File: config.mk
export PLATFORM = sky130hd
export DESIGN_NAME = minmax_window_tracker
export DESIGN_NICKNAME = d
export VERILOG_FILES = /design/src/rtl/minmax_window_tracker_pkg.sv /design/src/rtl/minmax_window_tracker_nibble_compare.sv /design/src/rtl/minmax_window_tracker.sv
export SDC_FILE = /design/constraint.sdc
export NUM_CORES = 1
export LEC_CHECK = 0
export ABC_CLOCK_PERIOD_IN_PS = 1800
export CELL_PAD_IN_SITES_DETAIL_PLACEMENT = 1
export CELL_PAD_IN_SITES_GLOBAL_PLACEMENT = 2
export CORE_MARGIN = 5
export CORE_UTILIZATION = 29
export DETAILED_ROUTE_END_ITERATION = 7
export GPL_ROUTABILITY_DRIVEN = 0
export PLACE_DENSITY = 0.72
export SYNTH_ARGS = -nofsm -noshare
export SYNTH_HDL_FRONTEND = slang
export SYNTH_SLANG_ARGS = --single-unit
File: constraint.sdc
create_clock -name clk -period 1.8 [get_ports clk]
set_input_delay 0.36 -clock clk [delete_from_list [all_inputs] [get_ports clk]]
set_output_delay 0.36 -clock clk [all_outputs]
set_load 0.03 [all_outputs]
File: src/rtl/minmax_window_tracker_pkg.sv
// +--------------------------------------------------------------------+
// | Module  : minmax_window_tracker_pkg                                |
// | Brief   : FSM state encoding and default sizes for the tracker.    |
// | Revision: 1.0 - initial release                                    |
// +--------------------------------------------------------------------+
`default_nettype none

package minmax_window_tracker_pkg;

  typedef enum logic [1:0] {
    S_FIRST = 2'd0,
    S_ACCUM = 2'd1,
    S_HOLD  = 2'd2
  } state_t;

  localparam int C_DEF_DATA_W  = 4;
  localparam int C_DEF_WIN_LEN = 8;
  localparam int C_DEF_IDX_W   = 3;

endpackage

`default_nettype wire

File: src/rtl/minmax_window_tracker_nibble_compare.sv
// +--------------------------------------------------------------------+
// | Module  : nibble_compare                                           |
// | Brief   : DATA_W-bit eq/gt/lt compare; signed when                 |
// |           MINMAX_SIGNED_CMP_EN is defined, unsigned otherwise.     |
// | Revision: 1.0 - initial release                                    |
// +--------------------------------------------------------------------+
`default_nettype none

module nibble_compare
  import minmax_window_tracker_pkg::*;
#(
  parameter int DATA_W = C_DEF_DATA_W
) (
  input  logic [DATA_W-1:0] i_a,
  input  logic [DATA_W-1:0] i_b,
  output logic              o_eq,
  output logic              o_gt,
  output logic              o_lt
);

  assign o_eq = (i_a == i_b);
`ifdef MINMAX_SIGNED_CMP_EN
  assign o_gt = ($signed(i_a) > $signed(i_b));
  assign o_lt = ($signed(i_a) < $signed(i_b));
`else
  assign o_gt = (i_a > i_b);
  assign o_lt = (i_a < i_b);
`endif

endmodule

`default_nettype wire

File: src/rtl/minmax_window_tracker.sv
// +--------------------------------------------------------------------+
// | Module  : minmax_window_tracker                                    |
// | Brief   : Per-window running max/min with first-occurrence index,  |
// |           valid/ready in and out. Signed compare via macro         |
// |           MINMAX_SIGNED_CMP_EN (unsigned when undefined).          |
// | Revision: 1.0 - initial release                                    |
// +--------------------------------------------------------------------+
`default_nettype none

module minmax_window_tracker
  import minmax_window_tracker_pkg::*;
#(
  parameter int DATA_W  = C_DEF_DATA_W,
  parameter int WIN_LEN = C_DEF_WIN_LEN,
  parameter int IDX_W   = C_DEF_IDX_W
) (
  input  logic              clk,
  input  logic              rst_n,
  input  logic              clr,
  input  logic              in_valid,
  output logic              in_ready,
  input  logic [DATA_W-1:0] in_data,
  output logic              out_valid,
  input  logic              out_ready,
  output logic [DATA_W-1:0] out_max,
  output logic [DATA_W-1:0] out_min,
  output logic [IDX_W-1:0]  out_max_idx,
  output logic [IDX_W-1:0]  out_min_idx
);

  state_t             r_state;
  state_t             w_state_nxt;
  logic [IDX_W-1:0]   r_cnt;
  logic [DATA_W-1:0]  r_max;
  logic [DATA_W-1:0]  r_min;
  logic [IDX_W-1:0]   r_max_idx;
  logic [IDX_W-1:0]   r_min_idx;
  logic               w_accept;
  logic               w_last;
  logic               w_max_eq, w_max_gt, w_max_lt;
  logic               w_min_eq, w_min_gt, w_min_lt;

  nibble_compare #(.DATA_W(DATA_W)) u_cmp_max (
    .i_a (in_data),
    .i_b (r_max),
    .o_eq(w_max_eq),
    .o_gt(w_max_gt),
    .o_lt(w_max_lt)
  );

  nibble_compare #(.DATA_W(DATA_W)) u_cmp_min (
    .i_a (in_data),
    .i_b (r_min),
    .o_eq(w_min_eq),
    .o_gt(w_min_gt),
    .o_lt(w_min_lt)
  );

  // clr wins over a simultaneous sample; S_HOLD never accepts anyway
  assign w_accept = in_valid && (r_state != S_HOLD) && !clr;
  assign w_last   = (r_cnt == IDX_W'(WIN_LEN - 1));

  always_ff @(posedge clk or negedge rst_n) begin
    if (!rst_n) begin
      r_state <= S_FIRST;
    end else begin
      r_state <= w_state_nxt;
    end
  end

  always_comb begin
    w_state_nxt = r_state;
    in_ready    = 1'b1;
    out_valid   = 1'b0;
    case (r_state)
      S_FIRST: begin
        if (w_accept) begin
          w_state_nxt = (WIN_LEN == 1) ? S_HOLD : S_ACCUM;
        end
      end
      S_ACCUM: begin
        if (clr) begin
          w_state_nxt = S_FIRST;
        end else if (w_accept && w_last) begin
          w_state_nxt = S_HOLD;
        end
      end
      S_HOLD: begin
        in_ready  = 1'b0;
        out_valid = 1'b1;
        if (out_ready) begin
          w_state_nxt = S_FIRST;
        end
      end
      default: w_state_nxt = S_FIRST;
    endcase
  end

  always_ff @(posedge clk or negedge rst_n) begin
    if (!rst_n) begin
      r_cnt     <= '0;
      r_max     <= '0;
      r_min     <= '0;
      r_max_idx <= '0;
      r_min_idx <= '0;
    end else if (clr && (r_state != S_HOLD)) begin
      r_cnt <= '0;
    end else if (w_accept) begin
      if (r_state == S_FIRST) begin
        r_max     <= in_data;
        r_min     <= in_data;
        r_max_idx <= '0;
        r_min_idx <= '0;
        r_cnt     <= (WIN_LEN == 1) ? '0 : IDX_W'(1);
      end else begin
        // Only a strict improvement moves the index, so ties keep the first one
        case ({w_max_gt, w_max_eq, w_max_lt})
          3'b100: begin
            r_max     <= in_data;
            r_max_idx <= r_cnt;
          end
          default: ;
        endcase
        case ({w_min_gt, w_min_eq, w_min_lt})
          3'b001: begin
            r_min     <= in_data;
            r_min_idx <= r_cnt;
          end
          default: ;
        endcase
        r_cnt <= w_last ? '0 : r_cnt + IDX_W'(1);
      end
    end
  end

  assign out_max     = r_max;
  assign out_min     = r_min;
  assign out_max_idx = r_max_idx;
  assign out_min_idx = r_min_idx;

endmodule

`default_nettype wire

==> results.json <==
{
  "power_leakage_nw": 0.763,
  "final_area_um2": 1630,
  "rows": 22,
  "syn_area_per_cell_um2": 12.2,
  "synth-seq-cells": 19,
  "grt_max_degree": 20,
  "overflow": 0,
  "status": "finished, violations left",
  "die_area_um2": 5150,
  "cp-end-kind": "register",
  "syn_nets": 110,
  "die_x_um": 71.8,
  "required_ps": 1950,
  "drc": 0,
  "antenna_cells": 0,
  "vias_per_cell": 4.78,
  "die_h_um": 71.8,
  "synth_cell_types": 32,
  "register_area_um2": 485,
  "cp_num_buf_inv": 1,
  "netlist.area_leader.share_pct": 42.9,
  "fin_nets": 156,
  "startpoint_type": "input pin",
  "antenna_found_initial": 0,
  "synth_seq_area_share_pct": 42.9,
  "fin_ws_ps": -17.4,
  "cts.path.max_buffers": 2,
  "power_density_nw_per_um2": 888,
  "tritoncts.num_buffers": 3,
  "ios": 25,
  "hold_viol": 0,
  "critical-path-top-delay-family": "compound AO/OA/AOI/OAI gates",
  "slew-limit-headroom_pct": 66.7,
  "worst_clock_skew_ps": 9.55,
  "synthCells": 91,
  "clock_latency_ps": 270,
  "port_buffers": 24,
  "fin_util_pct": 44.3,
  "irDropWorstVdd_mv": 0.312,
  "coreArea_um2": 3690,
  "rsz0062_at_grt": "yes",
  "wl_um": 2820,
  "cts_root_buf": "clkbuf_8",
  "timing.final.crit_period_ps": 1820,
  "period_share_pct": 101,
  "first_iter_violations": 16,
  "hpwl_um": 2160,
  "placed_area_um2": 1510,
  "vias": 880,
  "critPathKind": "in -> reg",
  "violations": "negative setup slack",
  "drv_slew": 0,
  "grt_usage_pct": 11.7,
  "yosysTopAreaCell": "dfrtp_1",
  "crit_fanout": 7,
  "hp-class": "in -> async",
  "ant_nets": 0,
  "finalSetupViolCount": 4,
  "drive_above_1_share_pct": 42.6,
  "area_delta_synth_final_pct": 47.6,
  "dp.cells": 174,
  "critPathArrivalTime_ps": 1970,
  "r2r_slack_ps": 0,
  "finalPower_mw": 1.45,
  "grt_pass1_vias": 945,
  "max_cap_viol_count": 0,
  "ys_warn_count": 0,
  "cts.htree.levels": 1,
  "cts_sinks": 19,
  "cp_cell_sequence": "dlygate4sd2_1 > ha_1 > or2_2 > a21oi_2 > o31ai_4 > mux2_4",
  "tightest_slew_ps": 499,
  "fin_cells": 184,
  "initial_core_util_pct": 30.0,
  "grt_first_pass_wirelength_um": 4710,
  "timing.fmax_mhz": 550,
  "slowest_delay_ps": 320,
  "first_pass_iters": 4,
  "place_ws_ps": -531,
  "totalNegativeSetupSlack_ps": -57.6,
  "holdWs_ps": 429,
  "wl_per_cell_um": 15.3,
  "synth_area_leaders": "dfrtp_1, ha_1, mux2_4",
  "cts_tree": "done",
  "synth.cell_area_um2": 1110,
  "multi_input_area_um2": 633,
  "slowest_stage": "mux2_4",
  "fillCellCount": 419,
  "cts.clk_slew.worst_paths_ps": 90
}
-- area by class of cell --
class,instances,area share [%]
clock inverters,1,0.459
multi-input cells,62,38.7
well taps,48,3.68
repair buffers,43,23.0
clock buffers,3,2.53
flip-flops and latches,19,29.7
inverters,8,1.84
-- cell usage in the layout, fill, tap and decap left out, drive strengths merged, types with 2 or more instances in the layout --
| master | instances |
|---|---|
| ha | 10 |
| clkdlybuf4s50 | 15 |
| buf | 21 |
| mux2 | 8 |
| a22o | 6 |
| a31oi | 3 |
| nor2 | 3 |
| nor2b | 4 |
| o21a | 2 |
| a21oi | 3 |
| dlygate4sd2 | 4 |
| nand2 | 2 |
| clkbuf | 4 |
| inv | 8 |
| dlymetal6s2s | 2 |
| dfrtp | 19 |
| nand2b | 4 |
| o21ai | 5 |
-- final timing paths --
check                                     from             end  depth (start not counted)
max in group asynchronous                rst_n      out_min[2]                          2
worst max register to register      out_min[2]      out_min[0]                          6
worst max-delay path                in_data[2]      out_min[0]                          6
worst min-delay path                     rst_n  out_min_idx[0]                          2
min in group clk                    in_data[1]      out_max[1]                          2
worst min register to register  out_max_idx[1]  out_max_idx[1]                          1
-- state kept, by name (all words and copies together) (netlist names) --
signal / count
out_min_idx: 3
out_min: 4
r_state: 2
out_max: 4
r_cnt: 3
out_max_idx: 3
-- what timing repair did --
| action | 4_1_cts | 5_1_grt |
|---|---|---|
| cloned | 0 | 0 |
| hold buffers | 0 | 0 |
| pin swaps | 3 | 7 |
| endpoints found under the setup margin | 15 | 15 |
| hold endpoints to repair | 0 | 0 |
| gates resized for setup | 7 | 11 |
| buffers inserted | 2 | 4 |
-- layer usage --
metal	share of wire, %	vias to the layer above	global-route usage (%)
li1	-	421	-
met1	44	429	14.4
met2	49	26	20.1
met3	5.3	4	3.51
met4	1.2	0	2.51
met5	0	-	0
-- cell families after synthesis --
group	share of synthesized area (%)
adder cells (fa/ha/maj)	11.3
AND/OR/NAND/NOR	11.9
flip-flops	42.9
AO/OA/AOI/OAI	19.3
buffers and inverters	4.18
multiplexers	10.4
-- report_power, final --
group          switching [mW]  internal [mW]  leakage [nW]  total [mW]
registers              0.0431          0.489         0.236       0.532
logic                   0.293          0.301         0.505       0.595
clock network           0.168          0.156        0.0217       0.325
-- synth_stat cells, drive strengths merged --
library cell / count
a2111oi: 1
a21oi: 3
a22o: 6
a31oi: 3
a41o: 1
and3: 1
buf: 2
dfrtp: 19
ha: 10
inv: 8
mux2: 8
mux2i: 1
nand2: 2
nand2b: 4
nand3: 1
nand4: 1
nand4b: 1
nor2: 3
nor2b: 4
nor3: 1
nor4b: 1
o21a: 2
o21ai: 5
o22ai: 1
o31ai: 1
or2: 1
(Power assumes the default switching activity.)
